==> src/rtl/buffer_id_ex.sv <==
// rtl/buffer_id_ex.sv - ID/EX pipeline register with load-use hazard detection, flush and bubble counter
module buffer_id_ex #(
    parameter int DATA_W = 32,
    parameter int CNT_W  = 16
) (
    input  logic              clk,
    input  logic              rst_n,
    input  logic [31:0]       instrId,
    input  logic              validId,
    input  logic [DATA_W-1:0] data1,
    input  logic [DATA_W-1:0] data2,
    input  logic              regWriteId,
    input  logic              memReadId,
    input  logic              memWriteId,
    input  logic              memToRegId,
    input  logic              aluSrcId,
    input  logic              regDstId,
    input  logic [2:0]        aluOpId,
    input  logic              flush,
    output logic              stall,
    output logic              validEx,
    output logic [DATA_W-1:0] data1Ex,
    output logic [DATA_W-1:0] data2Ex,
    output logic [DATA_W-1:0] immEx,
    output logic [4:0]        rsEx,
    output logic [4:0]        rtEx,
    output logic [4:0]        wAddrEx,
    output logic              regWriteEx,
    output logic              memReadEx,
    output logic              memWriteEx,
    output logic              memToRegEx,
    output logic              aluSrcEx,
    output logic [2:0]        aluOpEx,
    output logic [CNT_W-1:0]  bubbleCount
);

    logic [4:0] rs, rt, rd;
    logic       hazard;
    wire        unused_opcode = ^instrId[31:26];

    assign rs = instrId[25:21];
    assign rt = instrId[20:16];
    assign rd = instrId[15:11];

    // A load in EX whose destination is read in ID cannot forward in time; $0 never matches.
    assign hazard = validEx & memReadEx & (rtEx != 5'd0) & validId &
                    ((rtEx == rs) | (rtEx == rt));
    assign stall  = hazard & ~flush;

    always_ff @(posedge clk or negedge rst_n) begin
        if (!rst_n) begin
            validEx     <= 1'b0;
            data1Ex     <= '0;
            data2Ex     <= '0;
            immEx       <= '0;
            rsEx        <= '0;
            rtEx        <= '0;
            wAddrEx     <= '0;
            regWriteEx  <= 1'b0;
            memReadEx   <= 1'b0;
            memWriteEx  <= 1'b0;
            memToRegEx  <= 1'b0;
            aluSrcEx    <= 1'b0;
            aluOpEx     <= '0;
            bubbleCount <= '0;
        end else if (flush) begin
            validEx     <= 1'b0;
            data1Ex     <= '0;
            data2Ex     <= '0;
            immEx       <= '0;
            rsEx        <= '0;
            rtEx        <= '0;
            wAddrEx     <= '0;
            regWriteEx  <= 1'b0;
            memReadEx   <= 1'b0;
            memWriteEx  <= 1'b0;
            memToRegEx  <= 1'b0;
            aluSrcEx    <= 1'b0;
            aluOpEx     <= '0;
        end else if (hazard) begin
            // Bubble: operands and addresses keep their old values, only control is killed.
            validEx    <= 1'b0;
            regWriteEx <= 1'b0;
            memReadEx  <= 1'b0;
            memWriteEx <= 1'b0;
            memToRegEx <= 1'b0;
            aluSrcEx   <= 1'b0;
            aluOpEx    <= '0;
            if (bubbleCount != '1)
                bubbleCount <= bubbleCount + CNT_W'(1);
        end else begin
            validEx    <= validId;
            data1Ex    <= data1;
            data2Ex    <= data2;
            immEx      <= {{(DATA_W-16){instrId[15]}}, instrId[15:0]};
            rsEx       <= rs;
            rtEx       <= rt;
            wAddrEx    <= regDstId ? rd : rt;
            regWriteEx <= regWriteId & validId;
            memReadEx  <= memReadId  & validId;
            memWriteEx <= memWriteId & validId;
            memToRegEx <= memToRegId & validId;
            aluSrcEx   <= aluSrcId   & validId;
            aluOpEx    <= validId ? aluOpId : 3'd0;
        end
    end

endmodule

==> config.mk <==
export PLATFORM = sky130hd
export DESIGN_NAME = buffer_id_ex
export DESIGN_NICKNAME = d
export VERILOG_FILES = /design/src/rtl/buffer_id_ex.sv
export SDC_FILE = /design/constraint.sdc
export NUM_CORES = 1
export LEC_CHECK = 0
export CAP_MARGIN = 10
export CORE_MARGIN = 5
export CORE_UTILIZATION = 42
export CTS_CLUSTER_SIZE = 20
export DETAILED_ROUTE_END_ITERATION = 7
export HOLD_SLACK_MARGIN = 0.06
export PLACE_DENSITY = 0.82
export SYNTH_ARGS = -nofsm -noshare
export SYNTH_HDL_FRONTEND = slang
export SYNTH_SLANG_ARGS = --single-unit
==> constraint.sdc <==
create_clock -name clk -period 3.8 [get_ports clk]
set_clock_uncertainty 0.05 [all_clocks]
set_input_delay 1.14 -clock clk [delete_from_list [all_inputs] [get_ports clk]]
set_output_delay 1.14 -clock clk [all_outputs]
set_load 0.02 [all_outputs]
* Word level (Yosys, flattened, before mapping) *
Cells that the tools add are included.

storage, ports and cells
  bits in registers = 136

operators by class
  $add $sub $neg = 1
  eq/ne operators = 4
  muxes and demuxes = 28
  bitwise operators = 12
  reduce and logical (&&, ||, !) cells = 2

operators with widths
  cell                                                             number
  32-bit 2-to-1 mux                                                6
  5-bit 2-to-1 mux                                                 7
  16-bit by 1-bit adder with 16-bit output, second input constant  1
  16-bit inequality test, second input constant                    1
  1-bit 2-to-1 mux                                                 12
  1-bit AND                                                        10
  5-bit equality test                                              2
  3-bit 2-to-1 mux                                                 3
  5-bit nonzero test                                               1
  3-bit AND reduction                                              1
  2-bit inequality test, second input constant                     1
  1-bit inverter                                                   1
  1-bit OR                                                         1

* Depth between registers and ports, before layout *
Gate-level depths: netlist of run 1.

  depth in word-level cells = 6
  gate-level depth with buffers = 9

* Least setup slack after synthesis of run 1 *
Ideal clock, no wire load.

  path type = input port to output port
  from = in instrId[17]
  to = out stall
  arrival time = 2.585 ns
  data required time = 2.610 ns
  setup slack = 0.025 ns
  stages on the path = 7
  cell sequence = xnor2_1 nand3_1 o22a_1 buf_2 buf_2 buf_2 nor3_1

between the ends
  cells in the longest elaborated chain, start to end = 4

RTL lines
  item                 line  RTL
  start, declared      8     input logic [31:0] instrId,
  5-bit equality test  47    ((rtEx == rs) | (rtEx == rt));
  1-bit OR             47
  1-bit AND            46    assign hazard = validEx & memReadEx & (rtEx != 5'd0) & validId &
  1-bit AND            48    assign stall = hazard & ~flush;
  end, declared        20    output logic stall,

Every way passes these cells.

* Worst setup path in the final report of run 1 *
  from = in instrId[16]
  to = out stall

Same word-level chain as after synthesis.

==> results of run 1 <==
[cells in the final DEF (no fill, tap or decap), types with 3 or more instances in the layout]
| cell | instances |
|---|---|
| buf_12 | 3 |
| clkbuf_16 | 17 |
| buf_4 | 26 |
| xnor2_1 | 20 |
| and2_1 | 8 |
| nor2b_1 | 7 |
| clkdlybuf4s50_1 | 234 |
| a221oi_1 | 5 |
| o21ai_1 | 6 |
| nand4b_1 | 3 |
| bufinv_16 | 4 |
| dfrtp_1 | 120 |
| nor3_1 | 13 |
| xor2_1 | 3 |
| nand3_1 | 101 |
| nand2_1 | 7 |
| nand4_1 | 5 |
| o21ai_0 | 84 |
| nor2_1 | 4 |
| a21oi_1 | 90 |
| clkbuf_1 | 3 |
| clkinv_2 | 4 |
[power groups by stage]
stage                     Combinational, µW  Sequential (µW)  Clock, µW
after detailed placement                529             1400          0
after CTS                               543             1370       1690
after global placement                  520             1390          0
after floorplan                         148             1460          0
final                                   542             1370       1670
after global routing                    578             1380       1750
[what timing repair did]
action                     CTS  global route
pin swaps                    2             1
setup endpoints to repair    1            20
buffers inserted             8             0
hold endpoints to repair     0             0
resized for setup           10             4
[metrics by stage]
| stage | setup slack (ns) | instance area, µm² |
|---|---|---|
| after detailed placement | -0.553 | 7940 |
| after global placement | -0.388 | 7940 |
| after floorplan | 0.0252 | 5510 |
| after CTS | 0.0137 | 8620 |
| after global routing | -0.00953 | 8640 |
| final | 0.0637 | 8640 |
[cell type report]
type,instances,area (µm²)
flip-flops and latches,120,3000
multi-input cells,378,2180
fillers,994,4080
well taps,172,215
repair buffers,266,2630
clock inverters,9,148
clock buffers,22,464
[metal layers]
metal | GRT usage | up-vias | wire [µm]
met2 | 0.369 | 273 | 8840
met1 | 0.272 | 2617 | 6820
met4 | 0.0948 | 0 | 529
met5 | 0 | - | 0
li1 | - | 2451 | -
met3 | 0.0931 | 42 | 1830
[kinds of logic after synthesis]
logic type / after synthesis / share of synthesized area
compound gates: 191 / 0.188
simple gates: 160 / 0.156
flops: 120 / 0.545
buf+inv: 72 / 0.0667
xor+xnor: 25 / 0.0397
mux: 1 / 0.00272
fa+ha+maj: 1 / 0.00227
[final timing paths]
check                                            start                           to  depth (start not counted)
hold reg to reg            bubbleCount[15]$_DFFE_PN0P_  bubbleCount[15]$_DFFE_PN0P_                          1
max in group asynchronous                        rst_n         immEx[5]$_DFFE_PN0P_                          2
setup / recovery                           instrId[16]                        stall                          6
hold / removal             bubbleCount[15]$_DFFE_PN0P_  bubbleCount[15]$_DFFE_PN0P_                          1
min in group asynchronous                        rst_n        immEx[12]$_DFFE_PN0P_                          1
setup reg to reg                   rtEx[4]$_DFFE_PN0P_         immEx[4]$_DFFE_PN0P_                         16
[sequential cells by signal, indices dropped and copies added (netlist names)]
signal       cells
immEx           16
rtEx             5
memReadEx        1
bubbleCount     16
rsEx             5
data2Ex         32
memToRegEx       1
aluSrcEx         1
wAddrEx          5
validEx          1
data1Ex         32
memWriteEx       1
aluOpEx          3
regWriteEx       1
[worst max-delay path: cells and delay by family]
family          cells  cell delay (ns)
buf+inv             2             0.68
simple gates        2             0.29
compound gates      1             0.29
xor+xnor            1             0.14
==> results.yml, run 1 <==
timing:
  finalSetupViolCount: 0
  slew_violations: 0
  max_slew_margin: 0.253
  whs_ns: 0.450
  fin_crit_sh: 0.983
  fmax_ghz: 0.268
  fin_tns_setup_ns: 0
  finalHoldViolations: 0
  tightest_slew_ns: 1.12
  period_needed_ns: 3.74
  rsz0062_at_grt: "true"
critical_path:
  cpPeakStageDelay_ns: 0.50
  critPathLaunchType: "input port"
  crit_fanout: 2
  cp-end-kind: "output port"
  critPathSlowestCell: "clkdlybuf4s50_1"
  cp_cell_sequence: "clkdlybuf4s50_1, xnor2_1, nand3_1, o22a_2, nor3_2, buf_4"
  arrival_ns: 2.55
  reg2reg_setup_slack_ns: 0.77
  required_ns: 2.61
  worstSetupPathType: "in -> out"
cells_and_area:
  final-instance-count-excl-fill: 967
  area_growth_pct: 56.8
  antenna_cells: 0
  nets: 893
  drive_gt1_frac: 0.0881
  post-route-util: 0.679
yosys:
  postSynthCellCount: 570
  synth_ff_type: "dfrtp_1"
  synth.most_common_cell: "dfrtp_1"
  synth_top_area_share: 0.545
  synthesis.area_um2: 5510
  synthTopCellsByCount: "120 x dfrtp_1, 101 x nand3_1, 90 x a21oi_1"
  synth_area_leader_cell: "dfrtp_1"
  synth_cell_types: 39
  yosys-top-cells-area: "dfrtp_1 54%, nand3_1 9.2%, a21oi_1 8.2%"
  synth.avg_cell_area_um2: 9.67
  async_reset_ff_frac: 1.00
  synth_edf_count: 0
  ys_ff_latch: 120
  synth.yosys.seq_area_share: 0.545
  synth_nets: 680
  ys_warn_count: 0
floorplanning:
  die_x_um: 125
  io_pins: 246
  coreArea_um2: 12700
  rows: 41
  start_util: 0.433
  dieArea_um2: 15500
  die_h_um: 125
job:
  cap_violations: 0
drt:
  drtIter0Drc: 416
  num_vias: 5383
  drc: 0
  drt-total-wl_um: 18000
  drtPass1Iterations: 5
  viasPerCell: 5.57
  wl_per_cell_um: 18.6
  postRouteAntennaNets: 0
power:
  p_sw_frac: 0.238
  vdd_drop_max_uv: 255
  power.total_uw: 3580
  p_clk_frac: 0.465
  p_seq_frac: 0.384
  power_frac_comb: 0.151
  p_int_uw: 2730
  cellPowerDensity_nw_per_um2: 414
  p_leak_uw: 0.00337
  p_switching_uw: 854
clock_network:
  htree_levels: 4
  insertion_delay_ns: 0.41
  cts_root_buf: "clkbuf_16"
  numCtsBuffers: 17
  path_clk_slew_ns: 0.05
  clockBufferDepth: 2
  cts_sinks: 120
  hold_buffers: 0
  cts_tree: "built"
status:
  outcome: "finished clean"
worst_hold_path:
  hold_path_class: "reg -> reg"
placement:
  dp_hpwl_um: 11900
  port-buffer-count: 239
  dpl.cell_count: 928
  place.gp.congestion: 0.859
global_routing:
  grt_pass1_vias: 5411
  grt_start_max_net_pins: 106
  grt_usage: 0.229
  antenna_found_initial: 0
  grt_overflow: 0
  grt_pass1_wl_um: 28900
Power figures use the tool's default switching activity.
==> inputs of run 2 (changes only) <==
--- a/config.mk
+++ b/config.mk
@@ -6,12 +6,13 @@
 export NUM_CORES = 1
 export LEC_CHECK = 0
 export CAP_MARGIN = 10
-export CORE_MARGIN = 5
+export CORE_MARGIN = 2
 export CORE_UTILIZATION = 42
 export CTS_CLUSTER_SIZE = 20
 export DETAILED_ROUTE_END_ITERATION = 7
 export HOLD_SLACK_MARGIN = 0.06
 export PLACE_DENSITY = 0.82
+export SETUP_SLACK_MARGIN = 0.15
 export SYNTH_ARGS = -nofsm -noshare
 export SYNTH_HDL_FRONTEND = slang
 export SYNTH_SLANG_ARGS = --single-unit
==> results.yml, run 2 (synthesized netlist as in run 1, its figures left out) <==
status:
  outcome: "finished clean"
cells_and_area:
  area_growth_pct: 53.7
  drive_gt1_frac: 0.0752
  antenna_cells: 0
  top_regs: "data1Ex: 32 flops, data2Ex: 32 flops"
  layout_commonest_cell: "clkdlybuf4s50_1"
  layout_common_cells: "226 x clkdlybuf4s50_1, 120 x dfrtp_1, 101 x nand3_1"
  nets: 886
  final-instance-count-excl-fill: 957
clock_network:
  numCtsBuffers: 17
  path_clk_slew_ns: 0.05
  cts_root_buf: "clkbuf_16"
  cts_sinks: 120
  insertion_delay_ns: 0.41
  cts_tree: "built"
  htree_levels: 4
  clockBufferDepth: 2
placement:
  dpl.cell_count: 927
  dp_hpwl_um: 11200
  port-buffer-count: 239
  place.gp.congestion: 0.801
power:
  vdd_drop_max_uv: 272
  power.total_uw: 3320
  p_leak_uw: 0.00330
  cellPowerDensity_nw_per_um2: 392
drt:
  drtPass1Iterations: 5
  postRouteAntennaNets: 0
  drt-total-wl_um: 17200
  viasPerCell: 5.57
  drc: 0
  wl_per_cell_um: 17.9
  drtIter0Drc: 440
  num_vias: 5333
floorplanning:
  io_pins: 246
  die_h_um: 119
  coreArea_um2: 12700
  start_util: 0.433
  dieArea_um2: 14100
  rows: 41
  die_x_um: 119
global_routing:
  grt_pass1_vias: 5405
  grt_pass1_wl_um: 27800
  grt_overflow: 0
  grt_usage: 0.245
  grt_start_max_net_pins: 106
  antenna_found_initial: 0
critical_path:
  cp-end-kind: "output port"
  crit_fanout: 2
  arrival_ns: 2.27
  required_ns: 2.61
  critPathLaunchType: "input port"
  worstSetupPathType: "in -> out"
job:
  cap_violations: 0
worst_hold_path:
  hold_path_class: "reg -> reg"
timing:
  slew_violations: 0
  whs_ns: 0.439
  fin_tns_setup_ns: 0
  finalSetupViolCount: 0
  finalHoldViolations: 0
  period_needed_ns: 3.46
  tightest_slew_ns: 1.12
  max_slew_margin: 0.256
  rsz0062_at_grt: "false"
  fin_crit_sh: 0.910
  fmax_ghz: 0.289
## run 2: worst paths after layout
check / slack [ns] / cells after the start / to / startpoint
max in group asynchronous: 2.29 / 2 / data2Ex[21]$_DFFE_PN0P_ / rst_n
max reg2reg: 0.86 / 6 / bubbleCount[1]$_DFFE_PN0P_ / rtEx[1]$_DFFE_PN0P_
min reg2reg: 0.44 / 1 / bubbleCount[5]$_DFFE_PN0P_ / bubbleCount[5]$_DFFE_PN0P_
min: 0.44 / 1 / bubbleCount[5]$_DFFE_PN0P_ / bubbleCount[5]$_DFFE_PN0P_
max: 0.34 / 6 / stall / instrId[17]
min in group asynchronous: 0.58 / 1 / data1Ex[0]$_DFFE_PN0P_ / rst_n
## run 2: worst max-delay path, stage by stage
cell	delay, ns
dlygate4sd2_1	0.26
xnor2_1	0.15
nand3_1	0.13
o22a_2	0.26
nor3_2	0.15
buf_4	0.17
## run 2: area by class of cell
cell class / instances / area [µm²]
repair buffers: 259 / 2570
clock inverters: 4 / 20.0
multi-input cells: 378 / 2160
clock buffers: 24 / 502
fillers: 1052 / 4250
well taps: 172 / 215
flip-flops and latches: 120 / 3000
## run 2: where the power goes
part | internal [µW] | switching, µW
Combinational | 258 | 267
Clock | 899 | 521
Sequential | 1340 | 37.8
Total | 2490 | 826
## run 2: metal layers
metal	vias up	wire, µm	global-route usage
met5	-	0	0
met3	42	1460	0.0806
li1	2433	-	-
met1	2593	6710	0.297
met4	0	514	0.105
met2	265	8480	0.401
## run 2: stage by stage
stage / instance area (µm²) / utilization / setup slack, ns
6_report: 8470 / 0.666 / 0.342
5_1_grt: 8470 / 0.666 / 0.278
4_1_cts: 8470 / 0.665 / 0.179
3_5_place_dp: 7940 / 0.624 / -0.403
3_3_place_gp: 7940 / 0.624 / -0.360
2_1_floorplan: 5520 / - / 0.193
## run 2: timing repair
item,4_1_cts,5_1_grt
pin swaps,6,4
setup buffers,2,0
hold buffers,0,0
endpoints found under the setup margin,1,1
resized for setup,13,2
==> inputs of run 3 (changes only) <==
--- a/config.mk
+++ b/config.mk
@@ -5,6 +5,7 @@
 export SDC_FILE = /design/constraint.sdc
 export NUM_CORES = 1
 export LEC_CHECK = 0
+export ABC_CLOCK_PERIOD_IN_PS = 3500
 export CAP_MARGIN = 10
 export CORE_MARGIN = 2
 export CORE_UTILIZATION = 42
==> constraint.sdc (replaced) <==
create_clock -name clk -period 3.5 [get_ports clk]
set_clock_uncertainty 0.05 [all_clocks]
set_input_delay 1.05 -clock clk [delete_from_list [all_inputs] [get_ports clk]]
set_output_delay 1.05 -clock clk [all_outputs]
set_load 0.02 [all_outputs]
==> results.yml, run 3 (synthesized netlist as in run 1, its figures left out) <==
critical_path:
  reg2reg_setup_slack_ns: 0.71
  endpoint: "stall"
  arrival_ns: 2.15
  required_ns: 2.40
  worstReg2RegEnd: "bubbleCount[1]$_DFFE_PN0P_"
  setup.worst_path.start: "instrId[17]"
  cp_cell_sequence: "dlygate4sd2_1, xnor2_1, nand3_1, o22a_2, nor3_4, buf_6"
  cp-end-kind: "output port"
  cpPeakStageDelay_ns: 0.28
  crit_fanout: 2
  critPathLaunchType: "input port"
  critPathSlowestCell: "o22a_2"
  rr_worst_depth: 6
  regToRegStartpoint: "rtEx[2]$_DFFE_PN0P_"
  worstSetupPathType: "in -> out"
drt:
  drc: 0
  route.met2.wl_um: 8420
  wl_met3_um: 1320
  drt-total-wl_um: 17200
  drtPass1Iterations: 5
  postRouteAntennaNets: 0
  drtIter0Drc: 455
  viasPerCell: 5.59
  highest_layer: "met4"
  wl_met1_um: 6940
  num_vias: 5378
  wl_per_cell_um: 17.9
power:
  p_leak_uw: 0.00332
  vdd_drop_max_uv: 348
  p_clk_frac: 0.446
  p_sw_frac: 0.247
  p_int_uw: 2800
  p_seq_frac: 0.400
  cellPowerDensity_nw_per_um2: 436
  power.total_uw: 3720
  p_switching_uw: 920
  power_frac_comb: 0.154
floorplanning:
  rows: 41
  die_x_um: 119
  coreArea_um2: 12700
  die_h_um: 119
  start_util: 0.433
  dieArea_um2: 14100
  io_pins: 246
timing:
  tightest_slew_ns: 1.14
  fmax_ghz: 0.308
  max_slew_margin: 0.242
  whs_ns: 0.454
  finalHoldViolations: 0
  slew_violations: 0
  finalSetupViolCount: 0
  rsz0062_at_grt: "false"
  fin_crit_sh: 0.929
  period_needed_ns: 3.25
clock_network:
  insertion_delay_ns: 0.41
  numCtsBuffers: 17
  htree_levels: 4
  cts_root_buf: "clkbuf_16"
  hold_buffers: 0
  path_clk_slew_ns: 0.05
  cts_tree: "built"
  clockBufferDepth: 2
  cts_sinks: 120
cells_and_area:
  area_growth_pct: 54.9
  layout_commonest_cell: "clkdlybuf4s50_1"
  final-instance-count-excl-fill: 962
  layout_common_cells: "226 x clkdlybuf4s50_1, 120 x dfrtp_1, 101 x nand3_1"
  fillCellCount: 1004
  drive_gt1_frac: 0.0810
  nets: 888
  antenna_cells: 0
  top_regs: "data1Ex: 32 flops, data2Ex: 32 flops"
placement:
  dp_hpwl_um: 11200
  dpl.cell_count: 929
  port-buffer-count: 239
  place.gp.congestion: 0.811
global_routing:
  grt_pass1_vias: 5564
  grt_start_max_net_pins: 105
  grt_pass1_wl_um: 28300
  antenna_found_initial: 0
  grt_overflow: 0
  grt_usage: 0.251
job:
  cap_violations: 0
worst_hold_path:
  hold_path_class: "reg -> reg"
  hold_start: "bubbleCount[15]$_DFFE_PN0P_"
status:
  outcome: "finished clean"
run 3: changes by cell type in the layout (fill, tap and decap cells not counted), moves of 2 or more:
cell	previous run	this run
dlymetal6s2s_1	2	0
clkbuf_8	5	2
dlygate4sd2_1	8	10
bufinv_16	0	2
clkinvlp_4	0	2
run 3: how the worst min path moves through the flow:
| stage | to | slack, ns | cells past startpoint |
|---|---|---|---|
| global route | bubbleCount[15]$_DFFE_PN0P_ | 0.46 | 1 |
| CTS | bubbleCount[15]$_DFFE_PN0P_ | 0.45 | 1 |
| detailed placement | bubbleCount[15]$_DFFE_PN0P_ | 0.45 | 1 |
| global placement | bubbleCount[5]$_DFFE_PN0P_ | 0.44 | 1 |
| floorplan | bubbleCount[15]$_DFFE_PN0P_ | 0.54 | 1 |
| finish | bubbleCount[15]$_DFFE_PN0P_ | 0.45 | 1 |
run 3: critical path: cells and delay by family:
| kind | cells | cell delay [ns] |
|---|---|---|
| xor+xnor | 1 | 0.18 |
| compound gates | 1 | 0.28 |
| simple gates | 2 | 0.24 |
| buf+inv | 2 | 0.40 |
run 3: per-layer routing:
metal  GRT usage  up-vias
met5           0        -
met4       0.109        0
met3      0.0806       44
met2       0.416      240
met1       0.298     2645
li1            -     2449
run 3: power by group through the flow:
stage               sequential [µW]  combinational [µW]  clock [µW]
floorplan                      1590                 162           0
global placement               1510                 564           0
detailed placement             1510                 574           0
CTS                            1490                 577        1690
global route                   1500                 612        1760
finish                         1490                 574        1660
run 3: repair_timing:
| item | 4_1_cts | 5_1_grt |
|---|---|---|
| setup buffers | 2 | 0 |
| setup endpoints to repair | 1 | 0 |
| gates resized for setup | 18 | 0 |
run 3: per-stage QoR:
stage	area (µm²)	worst slack (ns)	setup TNS, ns	utilization
2_1_floorplan	5520	0.183	0	-
3_3_place_gp	7960	-0.442	-0.442	0.626
3_5_place_dp	7960	-0.494	-0.500	0.626
4_1_cts	8540	0.240	0	0.671
5_1_grt	8540	0.208	0	0.671
6_report	8540	0.250	0	0.671
run 3: final cells by class:
type | count | area (µm²) | area share
sequential | 120 | 3000 | 0.352
timing repair buffer | 261 | 2580 | 0.302
multi-input combinational | 378 | 2180 | 0.255
clock buffer | 22 | 464 | 0.0544
tap | 172 | 215 | 0.0252
clock inverter | 9 | 100 | 0.0117
